--- src/rtl/alu_ctrl_pkg.sv ---
// Shared constants and types for the ALU-control sequencer: ALUOp modes,
// funct/opcode encodings, ALU select codes and the sequencer state.
package alu_ctrl_pkg;

    localparam logic [2:0] OPA_ADD   = 3'b000;
    localparam logic [2:0] OPA_SUB   = 3'b001;
    localparam logic [2:0] OPA_FUNCT = 3'b010;
    localparam logic [2:0] OPA_OPC   = 3'b011;

    localparam logic [5:0] F_ADD  = 6'b100000;
    localparam logic [5:0] F_SUB  = 6'b100010;
    localparam logic [5:0] F_MULT = 6'b011000;
    localparam logic [5:0] F_DIV  = 6'b011010;
    localparam logic [5:0] F_OR   = 6'b100101;
    localparam logic [5:0] F_AND  = 6'b100100;
    localparam logic [5:0] F_SLT  = 6'b101010;
    localparam logic [5:0] F_SLL  = 6'b000000;

    localparam logic [5:0] OP_ADDI = 6'b001000;
    localparam logic [5:0] OP_SLTI = 6'b001010;
    localparam logic [5:0] OP_ANDI = 6'b001100;
    localparam logic [5:0] OP_ORI  = 6'b001101;
    localparam logic [5:0] OP_SW   = 6'b101011;
    localparam logic [5:0] OP_LW   = 6'b100011;
    localparam logic [5:0] OP_BEQ  = 6'b000100;

    localparam logic [3:0] SEL_ADD  = 4'b0000;
    localparam logic [3:0] SEL_SUB  = 4'b0001;
    localparam logic [3:0] SEL_MULT = 4'b0010;
    localparam logic [3:0] SEL_DIV  = 4'b0011;
    localparam logic [3:0] SEL_OR   = 4'b0100;
    localparam logic [3:0] SEL_AND  = 4'b0101;
    localparam logic [3:0] SEL_SLT  = 4'b0110;
    localparam logic [3:0] SEL_SLL  = 4'b0111;
    localparam logic [3:0] SEL_ADDI = 4'b1000;
    localparam logic [3:0] SEL_SLTI = 4'b1001;
    localparam logic [3:0] SEL_ANDI = 4'b1010;
    localparam logic [3:0] SEL_ORI  = 4'b1011;
    localparam logic [3:0] SEL_SW   = 4'b1100;
    localparam logic [3:0] SEL_LW   = 4'b1101;
    localparam logic [3:0] SEL_BEQ  = 4'b1110;

    typedef enum logic [1:0] {S_IDLE, S_RUN, S_OUT} state_t;

    typedef struct packed {
        logic [3:0] sel;
        logic       illegal;
        logic       is_md;
        logic       md_op;   // 0 = MULT, 1 = DIV
    } dec_t;

endpackage

--- src/rtl/alu_ctrl_dec.sv ---
// Combinational ALUOp/funct/opcode decode into ALU select plus MD classification.
module alu_ctrl_dec
    import alu_ctrl_pkg::*;
#(
    parameter logic [3:0] ILL_SEL = 4'b1111
) (
    input  logic [2:0] opa_i,
    input  logic [5:0] itr_i,
    output dec_t       dec_o
);

    always_comb begin
        dec_o = '{sel: ILL_SEL, illegal: 1'b1, is_md: 1'b0, md_op: 1'b0};
        case (opa_i)
            OPA_ADD: dec_o = '{sel: SEL_ADD, illegal: 1'b0, is_md: 1'b0, md_op: 1'b0};
            OPA_SUB: dec_o = '{sel: SEL_SUB, illegal: 1'b0, is_md: 1'b0, md_op: 1'b0};
            OPA_FUNCT: begin
                dec_o.illegal = 1'b0;
                case (itr_i)
                    F_ADD:  dec_o.sel = SEL_ADD;
                    F_SUB:  dec_o.sel = SEL_SUB;
                    F_MULT: begin dec_o.sel = SEL_MULT; dec_o.is_md = 1'b1; end
                    F_DIV:  begin dec_o.sel = SEL_DIV;  dec_o.is_md = 1'b1; dec_o.md_op = 1'b1; end
                    F_OR:   dec_o.sel = SEL_OR;
                    F_AND:  dec_o.sel = SEL_AND;
                    F_SLT:  dec_o.sel = SEL_SLT;
                    F_SLL:  dec_o.sel = SEL_SLL;
                    default: dec_o.illegal = 1'b1;
                endcase
            end
            OPA_OPC: begin
                dec_o.illegal = 1'b0;
                case (itr_i)
                    OP_ADDI: dec_o.sel = SEL_ADDI;
                    OP_SLTI: dec_o.sel = SEL_SLTI;
                    OP_ANDI: dec_o.sel = SEL_ANDI;
                    OP_ORI:  dec_o.sel = SEL_ORI;
                    OP_SW:   dec_o.sel = SEL_SW;
                    OP_LW:   dec_o.sel = SEL_LW;
                    OP_BEQ:  dec_o.sel = SEL_BEQ;
                    default: dec_o.illegal = 1'b1;
                endcase
            end
            default: ;
        endcase
    end

endmodule

--- src/rtl/alu_ctrl_seq.sv ---
// Handshaked ALU-control sequencer: registers the decoded select behind
// valid/ready and stalls issue while a MULT/DIV runs in the MD unit.
module alu_ctrl_seq
    import alu_ctrl_pkg::*;
#(
    parameter int         MUL_LAT = 4,
    parameter int         DIV_LAT = 32,
    parameter logic [3:0] ILL_SEL = 4'b1111
) (
    input  logic       clk,
    input  logic       rst,
    input  logic       valid_i,
    output logic       ready_o,
    input  logic [2:0] opa_i,
    input  logic [5:0] itr_i,
    output logic       valid_o,
    input  logic       ready_i,
    output logic [3:0] sel_o,
    output logic       illegal_o,
    output logic       md_start_o,
    output logic       md_op_o,
    output logic       busy_o
);

    localparam int MAXLAT = (MUL_LAT > DIV_LAT) ? MUL_LAT : DIV_LAT;
    localparam int CW     = (MAXLAT > 1) ? $clog2(MAXLAT) : 1;

    state_t        state, state_nx;
    logic [CW-1:0] cnt;
    dec_t          dec;
    logic          accept;

    alu_ctrl_dec #(.ILL_SEL(ILL_SEL)) u_dec (
        .opa_i (opa_i),
        .itr_i (itr_i),
        .dec_o (dec)
    );

    assign accept = valid_i && ready_o;

    always_ff @(posedge clk or posedge rst) begin
        if (rst) state <= S_IDLE;
        else     state <= state_nx;
    end

    always_comb begin
        state_nx = state;
        case (state)
            S_IDLE: if (accept) state_nx = dec.is_md ? S_RUN : S_OUT;
            S_RUN:  if (cnt == '0) state_nx = S_OUT;
            S_OUT: begin
                // Handshake and a fresh accept may share the same edge.
                if (accept)       state_nx = dec.is_md ? S_RUN : S_OUT;
                else if (ready_i) state_nx = S_IDLE;
            end
            default: state_nx = S_IDLE;
        endcase
    end

    always_comb begin
        ready_o = (state == S_IDLE) || (state == S_OUT && ready_i);
        valid_o = (state == S_OUT);
        busy_o  = (state == S_RUN);
    end

    always_ff @(posedge clk or posedge rst) begin
        if (rst) begin
            sel_o      <= '0;
            illegal_o  <= 1'b0;
            md_op_o    <= 1'b0;
            md_start_o <= 1'b0;
            cnt        <= '0;
        end else begin
            md_start_o <= accept && dec.is_md;
            if (accept) begin
                sel_o     <= dec.sel;
                illegal_o <= dec.illegal;
                md_op_o   <= dec.md_op;
            end
            // Loading LAT-1 gives exactly LAT cycles in RUN, including LAT=1.
            if (accept && dec.is_md)
                cnt <= dec.md_op ? CW'(DIV_LAT - 1) : CW'(MUL_LAT - 1);
            else if (state == S_RUN && cnt != '0)
                cnt <= cnt - 1'b1;
        end
    end

endmodule

--- config.mk ---
export PLATFORM = sky130hd
export DESIGN_NAME = alu_ctrl_seq
export DESIGN_NICKNAME = d
export VERILOG_FILES = /design/src/rtl/alu_ctrl_pkg.sv /design/src/rtl/alu_ctrl_dec.sv /design/src/rtl/alu_ctrl_seq.sv
export SDC_FILE = /design/constraint.sdc
export NUM_CORES = 1
export LEC_CHECK = 0
export BUFFER_PORTS_ARGS = -buffer_cell sky130_fd_sc_hd__buf_2
export CORE_UTILIZATION = 33
export CTS_BUF_LIST = sky130_fd_sc_hd__clkbuf_8
export DETAILED_ROUTE_END_ITERATION = 8
export GPL_ROUTABILITY_DRIVEN = 0
export PLACE_DENSITY_LB_ADDON = 0.05
export REMOVE_ABC_BUFFERS = 1
export SLEW_MARGIN = 15
export SYNTH_ARGS = -nofsm -noshare
export SYNTH_HDL_FRONTEND = slang
export SYNTH_HIERARCHICAL = 1
export SYNTH_SLANG_ARGS = --single-unit
--- constraint.sdc ---
create_clock -name clk -period 1.8 [get_ports clk]
set_input_delay 0.36 -clock clk [delete_from_list [all_inputs] [get_ports clk]]
set_output_delay 0.36 -clock clk [all_outputs]
set_load 0.05 [all_outputs]
=== Word level (Yosys, flattened, before mapping) ===
Cells that the tools add are included.

* Output and inout port bits: 10
* Word-level logic and storage cells: 61
* Input port bits: 13
* Register bits after elaboration: 14

* Reduce and logical (&&, ||, !) cells: 15
* Equality and inequality tests: 22
* Multiplexer cells: 17
* Add/sub/neg operators: 1

{| class="wikitable"
|+ Operators by type and width
! operator !! count
|-
| == test 6 bit (second input constant) || 7
|-
| case mux 4 bit (8 select lines) || 1
|-
| == test 6 x 4 -> 1 bit (second input constant) || 4
|-
| case mux 3 bit (7 select lines) || 1
|-
| case mux 5 bit (4 select lines) || 1
|-
| 2-to-1 mux 5 bit || 3
|-
| == test 6 x 5 -> 1 bit (second input constant) || 2
|-
| 2-to-1 mux 2 bit || 6
|-
| OR reduction 8 bit || 1
|-
| OR reduction 7 bit || 1
|-
| == test 3 x 2 -> 1 bit (second input constant) || 2
|-
| == test 6 x 3 -> 1 bit (second input constant) || 1
|-
| zero test 6 bit || 1
|-
| case mux 2 bit (3 select lines) || 1
|-
| zero test 5 bit || 1
|-
| nonzero test 5 bit || 1
|-
| subtractor 5 x 1 -> 5 bit (second input constant) || 1
|-
| logical AND 1 bit || 4
|-
| 2-to-1 mux 1 bit || 4
|-
| == test 3 x 1 -> 1 bit (second input constant) || 1
|-
| zero test 3 bit || 1
|-
| inequality test 3 x 1 -> 1 bit (second input constant) || 1
|-
| AND reduction 3 bit || 1
|-
| == test 2 x 1 -> 1 bit (second input constant) || 1
|-
| 7 further kinds || 7
|}

=== Longest topological paths before layout ===
Gate-level depths: netlist of the first run.

* Depth in word-level cells: 7
* Gate-level depth with buffers: 6
* Depth with buffers taken out: 6

=== Hierarchy ===
The synthesis of the first run kept the hierarchy.

{| class="wikitable"
|+ By module, submodules not included
! module !! area each (µm²) !! sequential area each (µm²) !! times used !! cells an instance
|-
| alu_ctrl_seq || 714.4 || 350.3 || 1 || 65
|-
| alu_ctrl_dec || 372.9 || 0.0 || 1 || 56
|}

=== Least setup slack after synthesis of the first run ===
No wires, ideal clock.

* Kind: input to register
* From: input itr_i[0]
* To: register cnt[4]
* Arrival: 2381 ps
* Path slack: -707 ps
* Stages: 6
* Buffers on the path: 1
* Setup time: 126 ps
* Cells stage by stage: buf_2 nor3_1 nor4b_1 nand3_1 a32o_1 a221o_1

{| class="wikitable"
|+ RTL lines
! what !! line !! source
|-
| from (decl) || alu_ctrl_seq.sv:15 || <nowiki>input logic [5:0] itr_i,</nowiki>
|-
| to (signal assigned) || alu_ctrl_seq.sv:82 || <nowiki>cnt <= dec.md_op ? CW'(DIV_LAT - 1) : CW'(MUL_LAT - 1);</nowiki>
|-
| to (signal assigned) || alu_ctrl_seq.sv:84 || <nowiki>cnt <= cnt - 1'b1;</nowiki>
|-
| to (decl) || alu_ctrl_seq.sv:29 || <nowiki>logic [CW-1:0] cnt;</nowiki>
|}

=== Worst setup path after layout of the first run ===
* From: register cnt[0]
* To: register state[0]

* Word-level cells in the longest chain between the ends: 3

{| class="wikitable"
|+ Ends and longest elaborated chain
! what !! line !! source
|-
| zero test 5 bit || alu_ctrl_seq.sv:50 || <nowiki>S_RUN: if (cnt == '0) state_nx = S_OUT;</nowiki>
|-
| inequality test 2 x 1 -> 1 bit (no line) || n/a ||
|-
| AND reduction 3 bit (no line) || n/a ||
|-
| to (signal assigned) || alu_ctrl_seq.sv:43 || <nowiki>else state <= state_nx;</nowiki>
|-
| to (decl) || alu_ctrl_seq.sv:28 || <nowiki>state_t state, state_nx;</nowiki>
|}

Every way passes these cells.
A chain may end at the register's enable or synchronous reset.

==> results of run 1 <==
-- layer usage --
metal  track usage  routed length [um]  part of all wire  up-vias
met2        0.3339                1434              0.53       20
met1        0.2011                1151              0.42      514
met4       0.06122                  44             0.016        0
met3       0.03493                  86             0.032        6
met5             0                   0                 0        -
li1              -                   -                 -      540
-- synth_stat cells (all sizes together), types with 2 or more instances --
cell type  instances  share of area
nand2             11          0.038
buf                4          0.024
a31oi              2          0.012
nand3b             2          0.014
nand2b             5          0.029
nand4              3          0.017
inv                8          0.028
or3                2          0.012
o22a               2          0.016
or2                2          0.014
nor3               5          0.023
nand3              2         0.0092
dfrtp             14           0.32
a21oi              6          0.028
clkbuf             2         0.0080
nor4bb             2          0.018
a22oi              2          0.026
mux2               9          0.093
nor2               6          0.021
nor4b              2          0.016
nor2b              6          0.041
o21ai              4          0.018
o211ai             2          0.014
-- layout make-up --
| type | instances | area, um^2 |
|---|---|---|
| flip-flops and latches | 14 | 350.3 |
| well taps | 44 | 55.05 |
| multi-input cells | 93 | 735.7 |
| inverters | 8 | 30.03 |
| clock buffers | 4 | 55.05 |
| repair buffers | 50 | 359.1 |
| fillers | 313 | 1493 |
-- power by group --
group | internal, mW | switching (mW)
Clock | 0.194 | 0.116
Combinational | 0.107 | 0.171
Sequential | 0.336 | 0.00952
-- critical path: cells and delay by family, from the launching register on --
| family | cells | cell delay, ns |
|---|---|---|
| AND/OR/NAND/NOR | 2 | 0.66 |
| flip-flops | 1 | 0.38 |
| AO/OA/AOI/OAI | 1 | 0.22 |
| buffers and inverters | 3 | 0.20 |
| adder cells (fa/ha/maj) | 1 | 0.17 |
-- registers in the layout, indices dropped and copies added, names as in the netlist --
| name | flops |
|---|---|
| state | 2 |
| cnt | 5 |
| md_start_o | 1 |
| illegal_o | 1 |
| sel_o | 4 |
| md_op_o | 1 |
-- timing repair --
action | 4_1_cts | 5_1_grt
buffers inserted | 0 | 1
setup endpoints to repair | 3 | 8
pin swaps | 0 | 8
hold endpoints to repair | 0 | 0
resized for setup | 2 | 11
-- through the flow --
step           instance area (um^2)  hold WS, ns  instances
2_1_floorplan                  1052       0.2492        115
3_3_place_gp                   1453       0.4331        209
3_5_place_dp                   1453       0.4370        209
4_1_cts                        1519       0.1738        213
5_1_grt                        1585       0.2166        213
6_report                       1585       0.1542        213
-- cell families (layout without fill, tap and decap cells) --
kind of cell,count (synthesis),count (layout),share of synthesized area
DFF,14,14,0.3222
AOI/OAI and AO/OA,26,26,0.1853
buffers and inverters,14,62,0.05983
xor gates and xnor gates,1,1,0.008057
adders and majority gates,1,1,0.01151
and+or+nand+nor,56,56,0.3199
muxes,9,9,0.09321
-- path summary, 6_finish.rpt --
check / endpoint / cells past startpoint / slack (ns)
min in group clk: state[1] / 3 / 0.44
worst max register to register: state[0] / 7 / 0.08
worst min-delay path: cnt[0] / 2 / 0.15
worst min register to register: illegal_o / 1 / 0.50
max in group asynchronous: cnt[3] / 2 / 1.28
worst max-delay path: state[0] / 7 / 0.08
==> impl_metrics.json, run 1 <==
{
  "htreeDepth": 1,
  "avgRoutedWirePerCell_um": 12.75,
  "leakagePower_nw": 0.7375,
  "worstMarginPinSlew_ns": 0.5534,
  "path_clk_slew_ns": 0.06,
  "critPathMaxFanout": 4,
  "cp_cell_sequence": "inv_1, ha_1, or4b_4, a22oi_4, or2_4, buf_4, inv_1",
  "final_max_slew_viol_count": 0,
  "setup_tns_ns": 0,
  "die_area_um2": 3528,
  "hold_viol": 0,
  "holdBufCountCts": 0,
  "core_area_um2": 3078,
  "antenna_found_initial": 0,
  "slew_headroom": 0.6306,
  "fin_util": 0.5150,
  "cp.arrival_ns": 1.87,
  "clockBufferDepth": 2,
  "skew_ns": 0.001936,
  "crit_slowest_cell": "or4b_4",
  "n_antenna_cell": 0,
  "first_pass_iters": 4,
  "startpoint_type": "register",
  "cp_slowest_stage_delay_ns": 0.49,
  "path_common_cell": "inv_1",
  "cap_violations": 0,
  "finalSetupViolCount": 0,
  "rsz0062_at_grt": "false",
  "critPathKind": "reg2reg",
  "period_share": 0.9572,
  "drt.antenna.violating_nets": 0,
  "grt_max_degree": 15,
  "drc": 0,
  "grt_pass1_vias": 1145,
  "yosysSeqAreaShare": 0.3222,
  "yosysWarnings": 6,
  "drtIter0Drc": 45,
  "row_count": 20,
  "synth_cell_type_count": 46,
  "dieWidth_um": 59.40,
  "start_util": 0.3533,
  "mostFrequentLayoutCell": "buf_4",
  "syn_inst": 121,
  "fin_crit_ns": 1.723,
  "reg2reg_from": "cnt[0]",
  "ys_seq_elements": 14,
  "port_buffers": 22,
  "cp-end-kind": "register",
  "status": "completed",
  "synth_edf_count": 0,
  "total_power_uw": 932.7,
  "vias_per_cell": 5.070,
  "syn_to_final_growth_pct": 45.80,
  "drt-total-wl_um": 2716,
  "syn_area_um2": 1087,
  "max_freq_mhz": 580.4,
  "final_cell_mix": "buf_4, buf_2, dfrtp_1, nand2_1, mux2_2",
  "drive_gt1_frac": 0.4675,
  "cts_buffers": 3,
  "fin_ws_ns": 0.07705,
  "cts_num_sinks": 14,
  "synth_async_sr_flop_share": 1.000,
  "clk_latency_ns": 0.24,
  "avgSynthCellArea_um2": 8.986,
  "die_height_um": 59.40,
  "required_ns": 1.95,
  "synth_flop_cell": "dfrtp_1",
  "root_buffer": "clkbuf_8",
  "hold_path_class": "in2async",
  "grt_usage": 0.1795,
  "dp.final_hpwl_um": 2257,
  "grt_pass1_wl_um": 4843,
  "vias": 1080,
  "irDropWorstVdd_mv": 0.3796,
  "cts_tree": "yes",
  "final_nets": 184,
  "dp_slack_ns": -0.4146,
  "io_pins": 23,
  "critPathLaunch": "cnt[0]",
  "powerDensity_nw_per_um2": 588.3,
  "gr-total-overflow": 0
}
Note: power is estimated with default switching activity, not from simulation.
==> run 2, diff against run 1 <==
Settings changed: CORE_MARGIN set to 3.
==> run 2 against run 1 <==
Critical path depth unchanged. First-iteration DRC count down 2.2%. Final area shrank 3.7%. Highest routed layer unchanged. Largest power group unchanged.
==> impl_metrics.json, run 2 (synthesis gave the netlist of run 1 again) <==
{
  "status": "completed",
  "hold_viol": 0,
  "htreeDepth": 1,
  "cp_top_family": "simple AND/OR/NAND/NOR gates",
  "die_area_um2": 4020,
  "largest_register_ffs": 5,
  "drc": 0,
  "seqPwrFrac": 0.376,
  "gr-total-overflow": 0,
  "irDropWorstVdd_mv": 0.3949,
  "die_height_um": 63.40,
  "clk_latency_ns": 0.24,
  "mostFrequentLayoutCell": "buf_4",
  "post_cts_buffers": 0,
  "power_frac_comb": 0.293,
  "clockBufferDepth": 2,
  "path_clk_slew_ns": 0.06,
  "holdBufCountCts": 0,
  "grt_max_degree": 15,
  "drt.antenna.violating_nets": 0,
  "swShare": 0.3133,
  "drt-total-wl_um": 2759,
  "final_cell_mix": "buf_4, buf_2, dfrtp_1, nand2_1, mux2_2",
  "path_common_cell": "inv_1",
  "grt_usage": 0.1486,
  "hold_path_class": "in2async",
  "core_area_um2": 3103,
  "antenna_found_initial": 0,
  "dp_slack_ns": -0.2846,
  "cts_num_sinks": 14,
  "ff_latch_area_um2": 350.3,
  "top_regs": "cnt: 5 flops, sel_o: 4 flops, state: 2 flops",
  "cp.arrival_ns": 1.86,
  "dp.final_hpwl_um": 2266,
  "critPathMaxFanout": 4,
  "cap_violations": 0,
  "drive_gt1_frac": 0.4529,
  "required_ns": 1.94,
  "multi_input_area_um2": 695.7,
  "dieWidth_um": 63.40,
  "vias": 1105,
  "grt_pass1_vias": 1106,
  "rsz0062_at_grt": "false",
  "drtIter0Drc": 44,
  "cp_slowest_stage_delay_ns": 0.48,
  "cts_buffers": 3,
  "p_int_uw": 631.0,
  "skew_ns": 0.006353,
  "max_freq_mhz": 580.0,
  "period_share": 0.9578,
  "crit_buf_inv": 3,
  "slew_headroom": 0.6270,
  "regToRegSetupSlack_ns": 0.08,
  "avgRoutedWirePerCell_um": 12.89,
  "final_nets": 185,
  "grt_pass1_wl_um": 4864,
  "critPathKind": "reg2reg",
  "cp_cell_sequence": "inv_1, ha_1, or4b_4, a22oi_4, or2_4, buf_4, inv_1",
  "row_count": 20,
  "vias_per_cell": 5.164,
  "io_pins": 23,
  "port_buffers": 22,
  "cts_tree": "yes",
  "final_max_slew_viol_count": 0,
  "fillers": 330,
  "clockPowerShare": 0.330,
  "powerDensity_nw_per_um2": 601.9,
  "startpoint_type": "register",
  "leakagePower_nw": 0.7046,
  "fin_crit_ns": 1.724,
  "start_util": 0.3504,
  "switchingPower_uw": 287.9,
  "worstMarginPinSlew_ns": 0.5588,
  "first_pass_iters": 4,
  "syn_to_final_growth_pct": 40.39,
  "whs_ns": 0.1578,
  "cp-end-kind": "register",
  "root_buffer": "clkbuf_8",
  "top_register": "cnt",
  "finalSetupViolCount": 0,
  "postCtsResizedCells": 1,
  "n_antenna_cell": 0,
  "crit_slowest_cell": "or4b_4",
  "fin_ws_ns": 0.07596
}
## run 2: final cells by class
cell class                      count  area share
Inverter                            8     0.01967
Clock buffer                        4     0.03607
Tap cell                           44     0.03607
Multi-Input combinational cell     93      0.4557
Sequential cell                    14      0.2295
Timing Repair Buffer               51      0.2230
## run 2: worst paths after layout
| kind | start | endpoint | cells past startpoint |
|---|---|---|---|
| worst min register to register | sel_o[3] | sel_o[3] | 1 |
| worst min-delay path | rst | illegal_o | 2 |
| worst max register to register | cnt[0] | state[0] | 7 |
| min in group clk | valid_i | state[1] | 3 |
| worst max-delay path | cnt[0] | state[0] | 7 |
| max in group asynchronous | rst | state[1] | 2 |
## run 2: power groups by stage
| stage | clock, mW | combinational [mW] | sequential, mW |
|---|---|---|---|
| 2_1_floorplan | 0 | 0.0912 | 0.416 |
| 3_3_place_gp | 0 | 0.265 | 0.351 |
| 3_5_place_dp | 0 | 0.267 | 0.352 |
| 4_1_cts | 0.314 | 0.268 | 0.346 |
| 5_1_grt | 0.336 | 0.292 | 0.349 |
| 6_report | 0.303 | 0.270 | 0.346 |
## run 2: stage by stage
stage	instances	TNS, ns	utilization	area (um^2)	power, mW
final	214	0	0.4919	1526	0.9188
after global routing	214	0	0.4919	1526	0.9762
after floorplan	115	-2.610	-	1052	0.5071
after global placement	210	-1.450	0.4665	1448	0.6166
after detailed placement	210	-1.619	0.4665	1448	0.6188
after CTS	214	0	0.4863	1509	0.9289
## run 2: worst reg2reg max path, delay by kind of cell, from the launching register on
kind                       cells  cell delay, ns
buffers and inverters          3            0.20
AOI/OAI and AO/OA              1            0.24
and+or+nand+nor                2            0.64
adders and majority gates      1            0.16
DFF                            1            0.38
## run 2: routing by layer
layer / track usage / up-vias / wire length, um / part of all wire
met5: 0 / - / 0 / 0
met2: 0.2647 / 31 / 1433 / 0.52
li1: - / 543 / - / -
met3: 0.02852 / 6 / 102 / 0.037
met1: 0.1830 / 525 / 1196 / 0.43
met4: 0.03504 / 0 / 27 / 0.0098
==> run 3, diff against run 2 <==
Settings changed: SETUP_SLACK_MARGIN set to 0.15.
Clock period 1.8 ns to 2.1 ns, I/O delays scaled along.
==> run 3 against run 2 <==
Register-to-register slack improved by 0.20 ns. Global-route usage increased by 0.075 points. Hold slack better by 0.058 ns. Clock skew decreased by 0.0043 ns. Sequential share of layout area grew 1.9 points. Largest power group unchanged.
==> impl_metrics.json, run 3 (synthesis gave the netlist of run 1 again) <==
{
  "final_max_slew_viol_count": 0,
  "root_buffer": "clkbuf_8",
  "cp_top_family": "simple AND/OR/NAND/NOR gates",
  "leakagePower_nw": 0.6352,
  "skew_ns": 0.002092,
  "vias": 1063,
  "finalSetupViolCount": 0,
  "critPathKind": "in2reg",
  "clockBufferDepth": 2,
  "fin_crit_ns": 1.823,
  "setup_tns_ns": 0,
  "status": "completed",
  "mostFrequentLayoutCell": "buf_2",
  "hold_path_class": "in2async",
  "syn_to_final_growth_pct": 29.80,
  "final_cell_mix": "buf_2, buf_4, dfrtp_1, nand2_1, mux2_2",
  "period_share": 0.8680,
  "die_area_um2": 4020,
  "cp-end-kind": "register",
  "path_clk_slew_ns": 0.06,
  "drtIter0Drc": 61,
  "worstMarginPinSlew_ns": 0.5571,
  "row_count": 20,
  "cts_tree": "yes",
  "vias_per_cell": 5.289,
  "powerDensity_nw_per_um2": 549.3,
  "grt_usage": 0.1494,
  "dp_slack_ns": -0.03409,
  "hold_viol": 0,
  "avgRoutedWirePerCell_um": 13.87,
  "required_ns": 2.23,
  "die_height_um": 63.40,
  "critPathMaxFanout": 4,
  "fin_ws_ns": 0.2771,
  "drive_gt1_frac": 0.3885,
  "grt_max_degree": 15,
  "port_buffers": 22,
  "total_power_uw": 775.3,
  "rsz0062_at_grt": "false",
  "n_antenna_cell": 0,
  "htreeDepth": 1,
  "gr-total-overflow": 0,
  "start_util": 0.3504,
  "cp_cell_sequence": "buf_2, nand2b_1, nor3_1, nor4b_2, buf_4, nand3_1, a32o_1, a221o_1",
  "antenna_found_initial": 0,
  "drt-total-wl_um": 2788,
  "cap_violations": 0,
  "fin_util": 0.4548,
  "core_area_um2": 3103,
  "dp.final_hpwl_um": 2239,
  "cp_slowest_stage_delay_ns": 0.31,
  "grt_pass1_vias": 1117,
  "irDropWorstVdd_mv": 0.2629,
  "cts_buffers": 3,
  "io_pins": 23,
  "holdBufCountCts": 0,
  "first_pass_iters": 4,
  "dieWidth_um": 63.40,
  "critPathLaunch": "opa_i[0]",
  "top_regs": "cnt: 5 flops, sel_o: 4 flops, state: 2 flops",
  "grt_pass1_wl_um": 4843,
  "reg2reg_from": "cnt[0]",
  "drt.antenna.violating_nets": 0,
  "max_freq_mhz": 548.6,
  "crit_buf_inv": 2,
  "final_area_um2": 1411,
  "cts_num_sinks": 14,
  "clk_latency_ns": 0.24,
  "final_nets": 172,
  "placed_area_um2": 1350,
  "drc": 0,
  "dpl.cell_count": 197,
  "largest_register_ffs": 5,
  "top_register": "cnt",
  "startpoint_type": "primary input",
  "crit_slowest_cell": "a32o_1",
  "fin_cells": 201,
  "slew_headroom": 0.6282,
  "cp.arrival_ns": 1.95,
  "whs_ns": 0.2154
}
-- run 3: report_power, final --
group,internal (mW),leakage [nW],switching (mW)
Clock,0.166,0.0288,0.0989
Sequential,0.288,0.160,0.00921
Combinational,0.0744,0.447,0.139
Total,0.528,0.635,0.247
-- run 3: metal layers --
metal	up-vias	GRT usage	wire, um
met3	6	0.03922	111
met2	26	0.2686	1482
met5	-	0	0
met4	0	0.06469	48
met1	517	0.1632	1146
li1	514	-	-
-- run 3: repair_timing --
item | CTS | global route
buffers inserted | 0 | 0
endpoints found under the setup margin | 0 | 1
gates resized for setup | 0 | 1
-- run 3: path summary, 6_finish.rpt --
kind	to	slack (ns)	cells after the start
setup / recovery	cnt[4]	0.28	8
setup reg to reg	state[0]	0.28	7
hold / removal	cnt[1]	0.22	2
min in group clk	state[1]	0.50	3
hold reg to reg	md_op_o	0.50	1
max in group asynchronous	illegal_o	1.52	2
-- run 3: area by class of cell --
class / count / area [um^2]
Fill cell: 333 / 1692
Multi-Input combinational cell: 93 / 678.2
Sequential cell: 14 / 350.3
Timing Repair Buffer: 38 / 242.7
Clock buffer: 4 / 55.05
Tap cell: 44 / 55.05
Inverter: 8 / 30.03
-- run 3: worst register-to-register path: cells and delay by family, from the launching register on --
family,cells,cell delay [ns]
fa+ha+maj,1,0.22
simple gates,2,0.67
flops,1,0.38
buf+inv,3,0.22
compound gates,1,0.25
